<file path="config.mk">
export PLATFORM = sky130hd
export DESIGN_NAME = dispense_cmd_initiator
export DESIGN_NICKNAME = d
export VERILOG_FILES = /design/src/rtl/dispense_cmd_initiator.sv
export SDC_FILE = /design/constraint.sdc
export NUM_CORES = 1
export LEC_CHECK = 0
export ABC_AREA = 1
export ABC_CLOCK_PERIOD_IN_PS = 2200
export CAP_MARGIN = 5
export CELL_PAD_IN_SITES_DETAIL_PLACEMENT = 1
export CELL_PAD_IN_SITES_GLOBAL_PLACEMENT = 1
export CORE_ASPECT_RATIO = 1.2
export CORE_MARGIN = 2
export CORE_UTILIZATION = 40
export CTS_BUF_LIST = sky130_fd_sc_hd__clkbuf_8
export DETAILED_ROUTE_END_ITERATION = 10
export PLACE_DENSITY_LB_ADDON = 0.1
export SKIP_CTS_REPAIR_TIMING = 1
export SLEW_MARGIN = 20
export SYNTH_ARGS = -nofsm -noshare
export SYNTH_HDL_FRONTEND = slang
export SYNTH_SLANG_ARGS = --single-unit
</file>
<file path="constraint.sdc">
create_clock -name clk -period 2.2 [get_ports clk]
set_clock_uncertainty 0.05 [all_clocks]
set_input_delay 0.44 -clock clk [delete_from_list [all_inputs] [get_ports clk]]
set_output_delay 0.44 -clock clk [all_outputs]
set_load 0.005 [all_outputs]
</file>
<file path="src/rtl/dispense_cmd_initiator.sv">
// dispense_cmd_initiator: initiator end of the four-phase dispense command link (flag up, ack up, flag down, ack down)
// Ports:
//   clk          system clock
//   rstn         synchronous active-low reset
//   start        request pulse, accepted only in IDLE while abort is low
//   amount_i     requested amount, 11 is rejected as invalid
//   abort        cancels any transaction in flight
//   handshake_i  asynchronous ack from the responder, 2-flop synchronised
//   amount_o     latched amount lines to the responder
//   candyflag_o  dispense request flag to the responder
//   busy         high outside IDLE
//   done         one-cycle pulse on successful completion
//   err          one-cycle pulse on failure
//   err_code     00 abort, 01 ack timeout, 10 release timeout, 11 invalid amount
// Optional feature: DISP_RETRY_EN retries once after the first WAIT_ACK timeout
module dispense_cmd_initiator #(
   parameter int SETUP_CYC   = 16,
   parameter int TIMEOUT_CYC = 50_000_000,
   parameter int CNT_W       = 32
) (
   input  logic       clk,
   input  logic       rstn,
   input  logic       start,
   input  logic [1:0] amount_i,
   input  logic       abort,
   input  logic       handshake_i,
   output logic [1:0] amount_o,
   output logic       candyflag_o,
   output logic       busy,
   output logic       done,
   output logic       err,
   output logic [1:0] err_code
);
   typedef enum logic [1:0] {IDLE, SETUP, WAIT_ACK, WAIT_REL} state_t;
   localparam logic [CNT_W-1:0] S_END = CNT_W'(SETUP_CYC - 1);
   localparam logic [CNT_W-1:0] T_END = CNT_W'(TIMEOUT_CYC - 1);
   localparam logic [CNT_W-1:0] ONE   = CNT_W'(1);
   state_t           state;
   logic             s1, hs;
   logic [CNT_W-1:0] cnt, scnt;
`ifdef DISP_RETRY_EN
   logic             retried;
`endif
   function automatic logic [CNT_W-1:0] sat(input logic [CNT_W-1:0] v);
      return (v == '1) ? v : v + ONE;
   endfunction
   // scnt times a stale ack in SETUP separately, since cnt is held at 0 while hs is high
   always_ff @(posedge clk) begin
      if (!rstn) begin
         state       <= IDLE;
         s1          <= 1'b0;
         hs          <= 1'b0;
         cnt         <= '0;
         scnt        <= '0;
         amount_o    <= 2'b00;
         candyflag_o <= 1'b0;
         busy        <= 1'b0;
         done        <= 1'b0;
         err         <= 1'b0;
         err_code    <= 2'b00;
`ifdef DISP_RETRY_EN
         retried     <= 1'b0;
`endif
      end else begin
         s1   <= handshake_i;
         hs   <= s1;
         done <= 1'b0;
         err  <= 1'b0;
         if (abort && state != IDLE) begin
            candyflag_o <= 1'b0;
            err         <= 1'b1;
            err_code    <= 2'b00;
            busy        <= 1'b0;
            state       <= IDLE;
         end else begin
            case (state)
               IDLE: begin
`ifdef DISP_RETRY_EN
                  retried <= 1'b0;
`endif
                  if (start && !abort) begin
                     if (amount_i == 2'b11) begin
                        err      <= 1'b1;
                        err_code <= 2'b11;
                     end else begin
                        amount_o <= amount_i;
                        cnt      <= '0;
                        scnt     <= '0;
                        busy     <= 1'b1;
                        state    <= SETUP;
                     end
                  end
               end
               SETUP: begin
                  candyflag_o <= 1'b0;
                  if (hs) begin
                     cnt <= '0;
                     if (scnt == T_END) begin
                        err      <= 1'b1;
                        err_code <= 2'b01;
                        busy     <= 1'b0;
                        state    <= IDLE;
                     end else
                        scnt <= sat(scnt);
                  end else begin
                     scnt <= '0;
                     if (cnt == S_END) begin
                        candyflag_o <= 1'b1;
                        cnt         <= '0;
                        state       <= WAIT_ACK;
                     end else
                        cnt <= sat(cnt);
                  end
               end
               WAIT_ACK: begin
                  if (hs) begin
                     candyflag_o <= 1'b0;
                     cnt         <= '0;
                     state       <= WAIT_REL;
                  end else if (cnt == T_END) begin
                     candyflag_o <= 1'b0;
                     cnt         <= '0;
`ifdef DISP_RETRY_EN
                     if (!retried) begin
                        retried <= 1'b1;
                        scnt    <= '0;
                        state   <= SETUP;
                     end else begin
                        err      <= 1'b1;
                        err_code <= 2'b01;
                        busy     <= 1'b0;
                        state    <= IDLE;
                     end
`else
                     err      <= 1'b1;
                     err_code <= 2'b01;
                     busy     <= 1'b0;
                     state    <= IDLE;
`endif
                  end else
                     cnt <= sat(cnt);
               end
               WAIT_REL: begin
                  candyflag_o <= 1'b0;
                  if (!hs) begin
                     done  <= 1'b1;
                     busy  <= 1'b0;
                     state <= IDLE;
                  end else if (cnt == T_END) begin
                     err      <= 1'b1;
                     err_code <= 2'b10;
                     busy     <= 1'b0;
                     state    <= IDLE;
                  end else
                     cnt <= sat(cnt);
               end
            endcase
         end
      end
   end
endmodule
</file>
# == Word level (Yosys, flattened, before mapping) ==
# Cells that the tools add are included.
# word_totals
ff_bits,76
word_cells,112
in_bits,7
out_inout_bits,8
# classes
n_eq_ne,24
bitwise_logic,4
add_sub_neg,2
n_reduce_logical,16
muxes,55
# ops
op,count
$mux 32,12
$pmux 32 s4,1
$add 32x1->32 const B,2
$eq 32x26->1 const B,2
$eq 32x32->1 const B,2
$pmux 32 s2,1
$eq 32x4->1 const B,1
$mux 2,16
$mux 1,20
$ne 2x2->1 const B,10
$pmux 2 s4,2
$ne 3x3->1 const B,5
$reduce_and 5->1,2
$pmux 1 s4,2
$reduce_and 4->1,2
$reduce_and 8->1,1
$eq 2x2->1 const B,3
$reduce_and 6->1,1
$not 1->1,4
$reduce_bool 2->1,2
$pmux 1 s3,1
$reduce_bool 3->1,1
$reduce_or 3->1,1
$eq 2x1->1 const B,1
5 further kinds,6

# == Depth between registers and ports, before layout ==
# logic_depth
depth_word,5
depth_mapped,15
ltp_nobuf,14

# == Least setup slack after synthesis ==
# OpenSTA, ideal clock, no wires.
# synth_timing
kind,register to register
startpoint,register state[0]
endpoint,register scnt[23]
setup_ps,131
setup_slack_ps,197
required_ps,2019
t_arrival_ps,1823
period_less_slack_ps,2003
n_path_buf,2
stages_incl_launch_ff,15
path_cell_list,dfxtp_1 inv_1 ha_1 buf_2 nand3_1 nand2_1 inv_2 o21ai_2 a21oi_1 nand2_4 inv_4 nand2_8 buf_6 nand2_1 a21oi_2
# synth_via
elab_chain_len,4
word_cells_on_any_way,12
classes_between,5 x eq/ne; 1 x mux; 1 x bitwise; 5 x reduce/logical
# synth_lines
element,line,source
from (decl),38,state_t state;
from (signal assigned),50,state <= IDLE;
from (signal assigned),74,state <= IDLE;
from (signal assigned),90,state <= SETUP;
branches (longest 4 deep; another with $reduce_and 6->1),-,
to (signal assigned),104,scnt <= sat(scnt);
to (decl),40,"logic [CNT_W-1:0] cnt, scnt;"
# Several ways; the timed one is not identified.
# A chain may end at the register's enable or synchronous reset.

# == Final worst setup path ==
# layout_timing
startpoint,register scnt[0]
endpoint,register scnt[12]
# layout_via
elab_chain_len,5
word_cells_on_any_way,10
classes_between,1 x add/sub; 4 x eq/ne; 4 x mux; 1 x reduce/logical
# layout_lines
element,line,source
$add 32x1->32,45,return (v == '1) ? v : v + ONE;
$mux 32,45,
$mux 32,98,if (scnt == T_END) begin
$mux 32,96,if (hs) begin
$pmux 32 s2,76,case (state)
# Parallel ways exist; a longest one is shown, timed or not. The select of a mux whose other input is x is not followed.

==> results.json <==
{
  "status": "complete, no violations",
  "via_count": 6162,
  "endpoint": "scnt[12]",
  "hold_violations": 0,
  "crit_cells": 14,
  "num_rows": 47,
  "finalSetupViolCount": 0,
  "regArea_um2": 1530,
  "cts_tree": "done",
  "clk_path_buf_depth": 2,
  "portBuffers": 14,
  "hpwl_mm": 14.9,
  "final.min_clock_period_ns": 2.12,
  "dr.pass1.iters": 4,
  "antenna_cells": 0,
  "reg2reg_slack_ns": 0.08,
  "seq_area_frac_synth_pct": 27.5,
  "syn-cell-area_um2": 5530,
  "finalPower_mw": 3.44,
  "synthTopCellsByCount": "nand2_1 (263), nor2_1 (163), inv_1 (103)",
  "initial_core_util_pct": 40.6,
  "critPathMaxFanout": 18,
  "async_reset_ff_share_pct": 0,
  "cp-end-kind": "flip-flop",
  "dieWidth_um": 111,
  "fp.dieArea_um2": 14800,
  "yosys_warnings": 0,
  "drc": 0,
  "placed_area_um2": 6240,
  "rr_worst_depth": 14,
  "synth_nets": 945,
  "ant_nets": 0,
  "clk_latency_ns": 0.37,
  "maxCapViolCount": 0,
  "core_area_um2": 13600,
  "fin_nets": 1011,
  "multi_input_area_um2": 3510,
  "grt_pass1_vias": 6492,
  "reg2reg_from": "scnt[0]",
  "avgRoutedWirePerCell_um": 16.2,
  "required_ns": 2.45,
  "dr.first_iter.drc_count": 301,
  "drive_gt1_share_pct": 15.9,
  "p_leak_nw": 2.59,
  "crit_family": "simple AND/OR/NAND/NOR gates",
  "ys_top_cells_by_area": "dfxtp_1 (27%), nand2_1 (18%), nor2_1 (11%), nand3_1 (8.9%), inv_1 (7.0%)",
  "grt_use_total_pct": 26.0,
  "synth_cell_types": 40,
  "design_area_um2": 6560,
  "max_freq_ghz": 0.473,
  "slowest_delay_ns": 0.37,
  "yosys.area.top_type_share_pct": 27.5,
  "pin_count": 15,
  "ir_worst_vdd_v": 0.000233,
  "syn2layout_area_growth_pct": 18.6,
  "crit_buf_inv": 3,
  "vias_per_cell": 5.26,
  "cp-start-kind": "flip-flop",
  "post-route-util_pct": 48.1,
  "drv_slew": 0,
  "synth_edf_count": 0,
  "cellPowerDensity_nw_per_um2": 525,
  "synth.avg_cell_area_um2": 5.94,
  "criticalPathCategory": "flip-flop to flip-flop",
  "clk_pin_slew_ns": 0.08,
  "syn_inst": 931,
  "min-delay-path-class": "flip-flop to flip-flop",
  "crit_path_frequent_cell": "nand2_2",
  "synthFlopType": "dfxtp_1",
  "fillers": 1922,
  "die_h_um": 133,
  "synth_area_leader_cell": "dfxtp_1",
  "r2r-end": "scnt[12]",
  "slew_headroom_pct": 69.1,
  "critPathSlowestCell": "dfxtp_2",
  "antenna_found_initial": 0,
  "cp_cell_sequence": "ha_2 -> nand2_2 -> inv_2 -> nand2_2 -> nor2_4 -> nand3_4 -> nor2_4 -> nand2_2 -> nand2_4 -> inv_4 -> buf_4 -> nand2_8 -> nand2_1 -> a21oi_1",
  "fin_crit_sh_pct": 96.2,
  "cts_buffers": 9,
  "clock-root-buffer": "clkbuf_8",
  "htree_levels": 3,
  "gr-total-overflow": 0,
  "worst_pin_slew_ns": 0.460,
  "gp_congestion": 0.919,
  "synth-seq-cells": 76,
  "drt-total-wl_mm": 19.0,
  "cts.sinks": 76,
  "grt_pass1_wl_mm": 31.3,
  "grt_max_degree": 29,
  "crit_start": "scnt[0]",
  "arrival_ns": 2.36,
  "yosysMostFrequentCell": "nand2_1"
}
how the worst min path moves through the flow:
stage	start	to	slack [ns]	depth (start not counted)
6_report	s1	hs	0.39	2
5_1_grt	s1	hs	0.41	2
4_1_cts	s1	hs	0.39	2
3_5_place_dp	s1	hs	0.37	2
3_3_place_gp	s1	hs	0.35	2
2_1_floorplan	s1	hs	0.34	2
routing by layer:
metal | global-route usage, % | up-vias | routed length (um)
li1 | - | 3099 | -
met1 | 27.9 | 2939 | 7640
met2 | 50.4 | 82 | 10300
met3 | 3.48 | 42 | 392
met4 | 11.2 | 0 | 592
met5 | 0 | - | 0
flip-flops by register name, summed over array words and instances, names as in the netlist, 2 cells and up:
signal	cells
amount_o	2
err_code	2
state	2
cnt	32
scnt	32
cell families (layout without fill, tap and decap cells):
group,Yosys count,after routing,synth area share [%]
compound gates,52,52,5.22
simple gates,649,649,53.7
fa+ha+maj,7,7,1.58
xor+xnor,8,8,1.27
flops,76,76,27.5
buf+inv,139,208,10.7
area by class of cell:
cell class	count	share of cell area (%)
flip-flops and latches	76	23.4
clock inverters	5	1.20
well taps	171	3.26
multi-input cells	716	53.5
repair buffers	81	10.2
inverters	113	6.54
clock buffers	9	1.89
where the power goes:
part,switching (mW),internal [mW],total [mW]
Combinational,0.498,0.321,0.819
Clock,0.564,0.625,1.19
Sequential,0.0250,1.41,1.43
per-stage QoR:
stage          hold WS (ns)  cells  TNS (ns)  setup slack (ns)
2_1_floorplan         0.340    931         0             0.197
3_3_place_gp          0.345   1156     -1.50           -0.0973
5_1_grt               0.414   1171   -0.0915           -0.0261
3_5_place_dp          0.371   1156     -2.41            -0.109
6_report              0.389   1171         0            0.0839
4_1_cts               0.388   1170    -0.157           -0.0504
worst reg2reg max path, cell delays in order (launching register included):
cell	delay [ns]
dfxtp_2	0.37
ha_2	0.21
nand2_2	0.08
inv_2	0.07
nand2_2	0.08
nor2_4	0.17
nand3_4	0.11
nor2_4	0.14
nand2_2	0.09
nand2_4	0.11
inv_4	0.05
buf_4	0.15
nand2_8	0.14
nand2_1	0.07
a21oi_1	0.17
cells in the final DEF (no fill, tap or decap), types with 3 or more instances in the layout:
cell type,instances
a21oi_1,30
buf_4,64
clkbuf_8,9
clkdlybuf4s50_1,14
clkinv_1,3
dfxtp_1,69
dfxtp_2,6
ha_1,4
ha_2,3
inv_1,103
inv_2,5
nand2_1,260
nand2_2,9
nand2_8,4
nand3_1,97
nand3_2,3
nand3b_1,6
nand4_1,33
nor2_1,158
nor2_2,21
nor2_4,9
nor3_1,30
nor4_1,6
o21ai_0,12
o21ai_1,3
o21bai_1,4
or2_2,4
xnor2_1,4
xor2_1,4
No activity file was read; power rests on OpenSTA's default activity.
